<file path="src/rtl/toi2s_pkg.sv">
// rtl/toi2s_pkg.sv - shared PWM types and limits for the toI2S register bank and PWM block
package toi2s_pkg;

   localparam int PWM_NCH_MAX    = 8;
   localparam int PWM_DUTY_W     = 8;
   localparam int PWM_PRESCALE_W = 8;

   typedef enum logic {
      PWM_EDGE   = 1'b0,
      PWM_CENTER = 1'b1
   } pwm_mode_e;

   // Register-bank view of one PWM configuration set (duty per channel, mode, prescale)
   typedef struct packed {
      logic [PWM_NCH_MAX-1:0][PWM_DUTY_W-1:0] duty;
      pwm_mode_e                              mode;
      logic [PWM_PRESCALE_W-1:0]              prescale;
   } pwm_shadow_t;

endpackage

</file>
<file path="src/rtl/pwm_timebase.sv">
// rtl/pwm_timebase.sv - shared prescaler and edge/center period counter for pwm_multi
module pwm_timebase
   import toi2s_pkg::*;
#(
   parameter int WIDTH      = 8,
   parameter int PRESCALE_W = 8
)
(
   input  logic                  clk,
   input  logic                  resetb,
   input  logic                  enable,
   input  pwm_mode_e             act_mode,
   input  logic [PRESCALE_W-1:0] act_prescale,
   output logic [WIDTH-1:0]      cnt,
   output logic                  boundary
);

   localparam logic [WIDTH-1:0]      CMAX  = '1;
   localparam logic [WIDTH-1:0]      ONE_C = WIDTH'(1);
   localparam logic [PRESCALE_W-1:0] ONE_P = PRESCALE_W'(1);

   logic [PRESCALE_W-1:0] pcnt;
   logic                  dir_down;
   logic                  tick;
   logic [WIDTH-1:0]      cnt_nxt;
   logic                  dir_nxt;

   assign tick     = enable && (pcnt == act_prescale);
   // A period ends on whichever tick brings the counter back to zero
   assign boundary = tick && (cnt_nxt == '0);

   // Next counter value: sawtooth wraps, triangle turns at CMAX and at zero
   always_comb begin
      cnt_nxt = cnt + ONE_C;
      dir_nxt = 1'b0;
      if (act_mode == PWM_CENTER) begin
         if (dir_down) begin
            cnt_nxt = cnt - ONE_C;
            dir_nxt = 1'b1;
         end else if (cnt == CMAX) begin
            cnt_nxt = CMAX - ONE_C;
            dir_nxt = 1'b1;
         end
         if (cnt_nxt == '0) begin
            dir_nxt = 1'b0;
         end
      end
   end

   // Prescaler and counter state; everything parks at zero while disabled
   always_ff @(posedge clk or negedge resetb) begin
      if (!resetb) begin
         pcnt     <= '0;
         cnt      <= '0;
         dir_down <= 1'b0;
      end else if (!enable) begin
         pcnt     <= '0;
         cnt      <= '0;
         dir_down <= 1'b0;
      end else if (tick) begin
         pcnt     <= '0;
         cnt      <= cnt_nxt;
         dir_down <= dir_nxt;
      end else begin
         pcnt     <= pcnt + ONE_P;
      end
   end

endmodule

</file>
<file path="src/rtl/pwm_multi.sv">
// rtl/pwm_multi.sv - multi-channel double-buffered PWM; PWM_POLARITY_EN adds per-channel output polarity
module pwm_multi
   import toi2s_pkg::*;
#(
   parameter int NCH        = 4,
   parameter int WIDTH      = 8,
   parameter int PRESCALE_W = 8
)
(
   input  logic                  clk,
   input  logic                  resetb,
   input  logic                  enable,
   input  logic                  mode,
   input  logic [PRESCALE_W-1:0] prescale,
   input  logic [NCH*WIDTH-1:0]  duty,
   input  logic                  duty_load,
`ifdef PWM_POLARITY_EN
   input  logic [NCH-1:0]        polarity,
`endif
   output logic [NCH-1:0]        pwm_out,
   output logic                  period_start,
   output logic                  load_pending
);

   logic [NCH*WIDTH-1:0]  sh_duty;
   logic [NCH*WIDTH-1:0]  act_duty;
   pwm_mode_e             sh_mode;
   pwm_mode_e             act_mode;
   logic [PRESCALE_W-1:0] sh_prescale;
   logic [PRESCALE_W-1:0] act_prescale;
   logic [NCH-1:0]        act_pol;
   logic [WIDTH-1:0]      cnt;
   logic                  boundary;
   logic                  take_active;

   logic [NCH*WIDTH-1:0]  ld_duty;
   pwm_mode_e             ld_mode;
   logic [PRESCALE_W-1:0] ld_prescale;

`ifdef PWM_POLARITY_EN
   logic [NCH-1:0]        sh_pol;
   logic [NCH-1:0]        ld_pol;
`else
   assign act_pol = '0;
`endif

   pwm_timebase #(
      .WIDTH      (WIDTH),
      .PRESCALE_W (PRESCALE_W)
   ) u_timebase (
      .clk          (clk),
      .resetb       (resetb),
      .enable       (enable),
      .act_mode     (act_mode),
      .act_prescale (act_prescale),
      .cnt          (cnt),
      .boundary     (boundary)
   );

   // Active set is refreshed at a period boundary, or straight away while idle
   assign take_active = boundary || (!enable && load_pending && !duty_load);

   // A load landing on the boundary cycle bypasses the shadow
   always_comb begin
      ld_duty     = duty_load ? duty : sh_duty;
      ld_mode     = duty_load ? pwm_mode_e'(mode) : sh_mode;
      ld_prescale = duty_load ? prescale : sh_prescale;
`ifdef PWM_POLARITY_EN
      ld_pol      = duty_load ? polarity : sh_pol;
`endif
   end

   // Shadow capture, active-set transfer and pending flag
   always_ff @(posedge clk or negedge resetb) begin
      if (!resetb) begin
         sh_duty      <= '0;
         sh_mode      <= PWM_EDGE;
         sh_prescale  <= '0;
         act_duty     <= '0;
         act_mode     <= PWM_EDGE;
         act_prescale <= '0;
         load_pending <= 1'b0;
`ifdef PWM_POLARITY_EN
         sh_pol       <= '0;
         act_pol      <= '0;
`endif
      end else begin
         if (duty_load) begin
            sh_duty     <= duty;
            sh_mode     <= pwm_mode_e'(mode);
            sh_prescale <= prescale;
`ifdef PWM_POLARITY_EN
            sh_pol      <= polarity;
`endif
         end
         if (take_active) begin
            act_duty     <= ld_duty;
            act_mode     <= ld_mode;
            act_prescale <= ld_prescale;
`ifdef PWM_POLARITY_EN
            act_pol      <= ld_pol;
`endif
         end
         if (take_active) begin
            load_pending <= 1'b0;
         end else if (duty_load) begin
            load_pending <= 1'b1;
         end
      end
   end

   // Registered per-channel compare and period-start pulse
   always_ff @(posedge clk or negedge resetb) begin
      if (!resetb) begin
         pwm_out      <= '0;
         period_start <= 1'b0;
      end else begin
         period_start <= boundary;
         for (int i = 0; i < NCH; i++) begin
            pwm_out[i] <= enable ? ((cnt < act_duty[i*WIDTH +: WIDTH]) ^ act_pol[i]) : act_pol[i];
         end
      end
   end

endmodule

</file>
<file path="config.mk">
export PLATFORM = sky130hd
export DESIGN_NAME = pwm_multi
export DESIGN_NICKNAME = d
export VERILOG_FILES = /design/src/rtl/toi2s_pkg.sv /design/src/rtl/pwm_timebase.sv /design/src/rtl/pwm_multi.sv
export SDC_FILE = /design/constraint.sdc
export NUM_CORES = 1
export LEC_CHECK = 0
export BUFFER_PORTS_ARGS = -buffer_cell sky130_fd_sc_hd__buf_2
export CAP_MARGIN = 20
export CORE_ASPECT_RATIO = 0.9
export CORE_MARGIN = 4
export CORE_UTILIZATION = 37
export CTS_CLUSTER_DIAMETER = 200
export DETAILED_ROUTE_END_ITERATION = 12
export GPL_ROUTABILITY_DRIVEN = 0
export SETUP_SLACK_MARGIN = 0.3
export SYNTH_ARGS = -nofsm -noshare
export SYNTH_HDL_FRONTEND = slang
export SYNTH_SLANG_ARGS = --single-unit
</file>
<file path="constraint.sdc">
create_clock -name clk -period 5.8 [get_ports clk]
set_input_delay 0.58 -clock clk [delete_from_list [all_inputs] [get_ports clk]]
set_output_delay 0.58 -clock clk [all_outputs]
set_load 0.02 [all_outputs]
</file>
==> impl_metrics.py <==
metrics = {
    "global_route": {
        "global_route.usage.met2_pct": 22.20,
        "grt_pass1_vias": 3626,
        "busiest_layer": "met2",
        "antenna_found_initial": 0,
        "grt_pass1_wl_um": 18030,
        "grt_usage_pct": 13.76,
        "grt_max_degree": 85,
        "grt_util_met3_pct": 3.051,
        "overflow": 0,
        "use_met1_pct": 18.26,
    },
    "clock_tree": {
        "hold_buffers": 0,
        "clkTransAtPathRegs_ns": 0.07,
        "clockBufferDepth": 2,
        "clock_latency_ns": 0.35,
        "cts_tree": "done",
        "cts.sinks": 105,
        "htree_levels": 3,
        "postCtsSetupRepairBufs": 0,
        "cts-buffers-inserted": 9,
        "cts_resized": 0,
        "cts_root_buffer": "clkbuf_16",
    },
    "sta": {
        "fin_crit_sh_pct": 65.48,
        "relSlewSlack_pct": 47.65,
        "hold_violations": 0,
        "skew_ns": 0.006823,
        "rsz0062_at_grt": "false",
        "layout_min_cycle_time_ns": 3.798,
        "fmax_ghz": 0.2633,
        "fin_tns_setup_ns": 0,
        "worstMarginPinSlew_ns": 0.7853,
        "setup_viol": 0,
        "finalMaxSlewViolations": 0,
    },
    "yosys": {
        "netlist_instances": 432,
        "synth.ff_latch_count": 105,
        "yosys.area.top_type": "dfrtp_1",
        "yosysSeqAreaShare_pct": 48.36,
        "synth_edf_count": 0,
        "synth_nets": 508,
        "syn_area_per_cell_um2": 12.58,
        "async_flop_share_pct": 100.0,
        "synthFlopType": "dfrtp_1",
        "synth_area_leaders": "dfrtp_1 48%, mux2_4 11%, mux2_2 8.5%, ha_1 7.1%, xor2_1 2.7%",
        "yosysTopAreaCellShare_pct": 48.36,
        "syn_area_mm2": 0.005433,
        "yosysUniqueCellTypes": 53,
        "yosys_warnings": 0,
    },
    "final_layout": {
        "diodes": 0,
        "mostFrequentLayoutCells": "105 x dfrtp_1, 49 x buf_2, 41 x mux2_2",
        "final_nets": 552,
        "final_common_cell": "dfrtp_1",
        "final_util_pct": 42.91,
        "nFillCells": 1346,
        "layout-drive-gt1-share_pct": 32.43,
        "multi_input_area_mm2": 0.002505,
        "syn2layout_area_growth_pct": 12.23,
        "final-seq-area_mm2": 0.002628,
    },
    "floorplanning": {
        "die_h_um": 123.0,
        "io_pins": 51,
        "initial_utilization_pct": 38.23,
        "die_w_um": 135.7,
        "fp.dieArea_mm2": 0.01669,
        "rows": 41,
        "core-area_mm2": 0.01421,
    },
    "worst_setup_path": {
        "worstPathRequired_ns": 6.03,
        "path_max_fanout": 23,
        "rr_startpoint": "u_timebase.pcnt[2]$_DFF_PN0_",
        "reg2reg_to": "act_duty[25]$_DFFE_PN0P_",
        "crit_arrival_ns": 4.03,
        "path_class": "flip-flop to flip-flop",
        "r2r_slack_ns": 2.00,
        "start_kind": "flip-flop",
        "critPathCaptureType": "flip-flop",
        "reg2regPathDepth": 8,
    },
    "routing": {
        "drtIter0Drc": 176,
        "drc": 0,
        "routed_via_density": 5.018,
        "wire_per_inst_um": 15.72,
        "drt_pass1_iterations": 4,
        "via_count": 3382,
        "drtAntennaViolNets": 0,
        "drt_wl_total_um": 10600,
    },
    "run": {
        "drv_cap": 0,
    },
    "status": {
        "status": "finished clean",
    },
    "placed_design": {
        "port_buffers": 50,
        "hpwl_um": 7457,
    },
    "power_and_ir_drop": {
        "ir_worst_vdd_mv": 0.1488,
        "p_per_area_mw_per_mm2": 305.1,
        "leakagePower_nw": 2.996,
    },
    "hold_path": {
        "min_path_type": "input port to async pin",
    },
}
## cell type report
type,count,area share [%]
clock inverters,5,0.6362
flip-flops and latches,105,43.09
well taps,193,3.961
multi-input cells,269,41.08
repair buffers,54,4.966
clock buffers,11,3.981
inverters,37,2.278
## cells in the mapped netlist, types with 3 or more instances
cell      instances
dfrtp_1         105
mux2_2           41
mux2_4           39
inv_1            37
ha_1             31
xor2_1           17
nor2_1           16
a21o_1           14
o21ai_0          13
clkbuf_1         12
nand2_1          11
nand3_1           9
and3_1            7
nor4_1            7
a21oi_1           5
nand2b_1          5
or4_1             5
buf_12            4
o311ai_0          4
xnor2_1           4
a31oi_1           3
buf_2             3
## logic make-up (layout without fill, tap and decap cells)
family	count (synthesis)	in the layout	share of synthesized area [%]
fa+ha+maj	31	31	7.140
xor+xnor	21	21	3.385
buf+inv	58	107	5.550
mux	83	83	19.88
simple gates	76	76	8.015
flops	105	105	48.36
compound gates	58	58	7.669
## worst max-delay path by stage
| stage | start | endpoint | slack, ns | cells after the start |
|---|---|---|---|---|
| final | u_timebase.pcnt[2]$_DFF_PN0_ | act_duty[25]$_DFFE_PN0P_ | 2.00 | 8 |
| after floorplan | u_timebase.cnt[0]$_DFFE_PN0P_ | act_duty[0]$_DFFE_PN0P_ | 3.06 | 11 |
| after detailed placement | u_timebase.cnt[0]$_DFFE_PN0P_ | act_duty[25]$_DFFE_PN0P_ | 1.99 | 10 |
| after global placement | u_timebase.cnt[0]$_DFFE_PN0P_ | act_duty[4]$_DFFE_PN0P_ | 2.14 | 9 |
| after global routing | u_timebase.cnt[0]$_DFFE_PN0P_ | act_duty[25]$_DFFE_PN0P_ | 1.73 | 10 |
| after CTS | u_timebase.cnt[0]$_DFFE_PN0P_ | act_duty[25]$_DFFE_PN0P_ | 1.99 | 10 |
## critical path, stage by stage (launching register included)
cell	delay, ns
dfrtp_1	0.45
xor2_1	0.17
nor4_1	0.50
nand4_1	0.42
a2111oi_0	0.41
and4bb_1	0.28
a21o_2	0.63
buf_4	0.48
mux2_4	0.34
## metal layers
metal  wire length [um]  vias to the layer above
met5                  0                        -
met4                172                        0
met3                568                       17
met2               4911                       88
met1               4944                     1654
li1                   -                     1623
## power by group
part	switching, mW	total [mW]	internal (mW)
clock	0.274	0.581	0.306
sequential	0.0731	0.922	0.849
combinational	0.149	0.357	0.209
total	0.496	1.86	1.36
## registers in the layout, summed over array words and instances (netlist names), 4 cells and up
signal	count
act_duty	32
sh_duty	32
act_prescale	8
sh_prescale	8
u_timebase.cnt	8
u_timebase.pcnt	8
pwm_out	4
## metrics by stage
step	cell area (um^2)	power, mW	hold WS [ns]	cells	setup slack (ns)
after floorplan	5433	1.193	0.2844	432	3.064
after global placement	5788	1.280	0.4687	657	2.140
after detailed placement	5788	1.295	0.4730	657	1.991
after CTS	6070	1.885	0.09790	673	1.987
after global routing	6097	1.973	0.1102	674	1.728
final	6097	1.860	0.09935	674	2.002
Note: power is estimated with default switching activity, not from simulation.
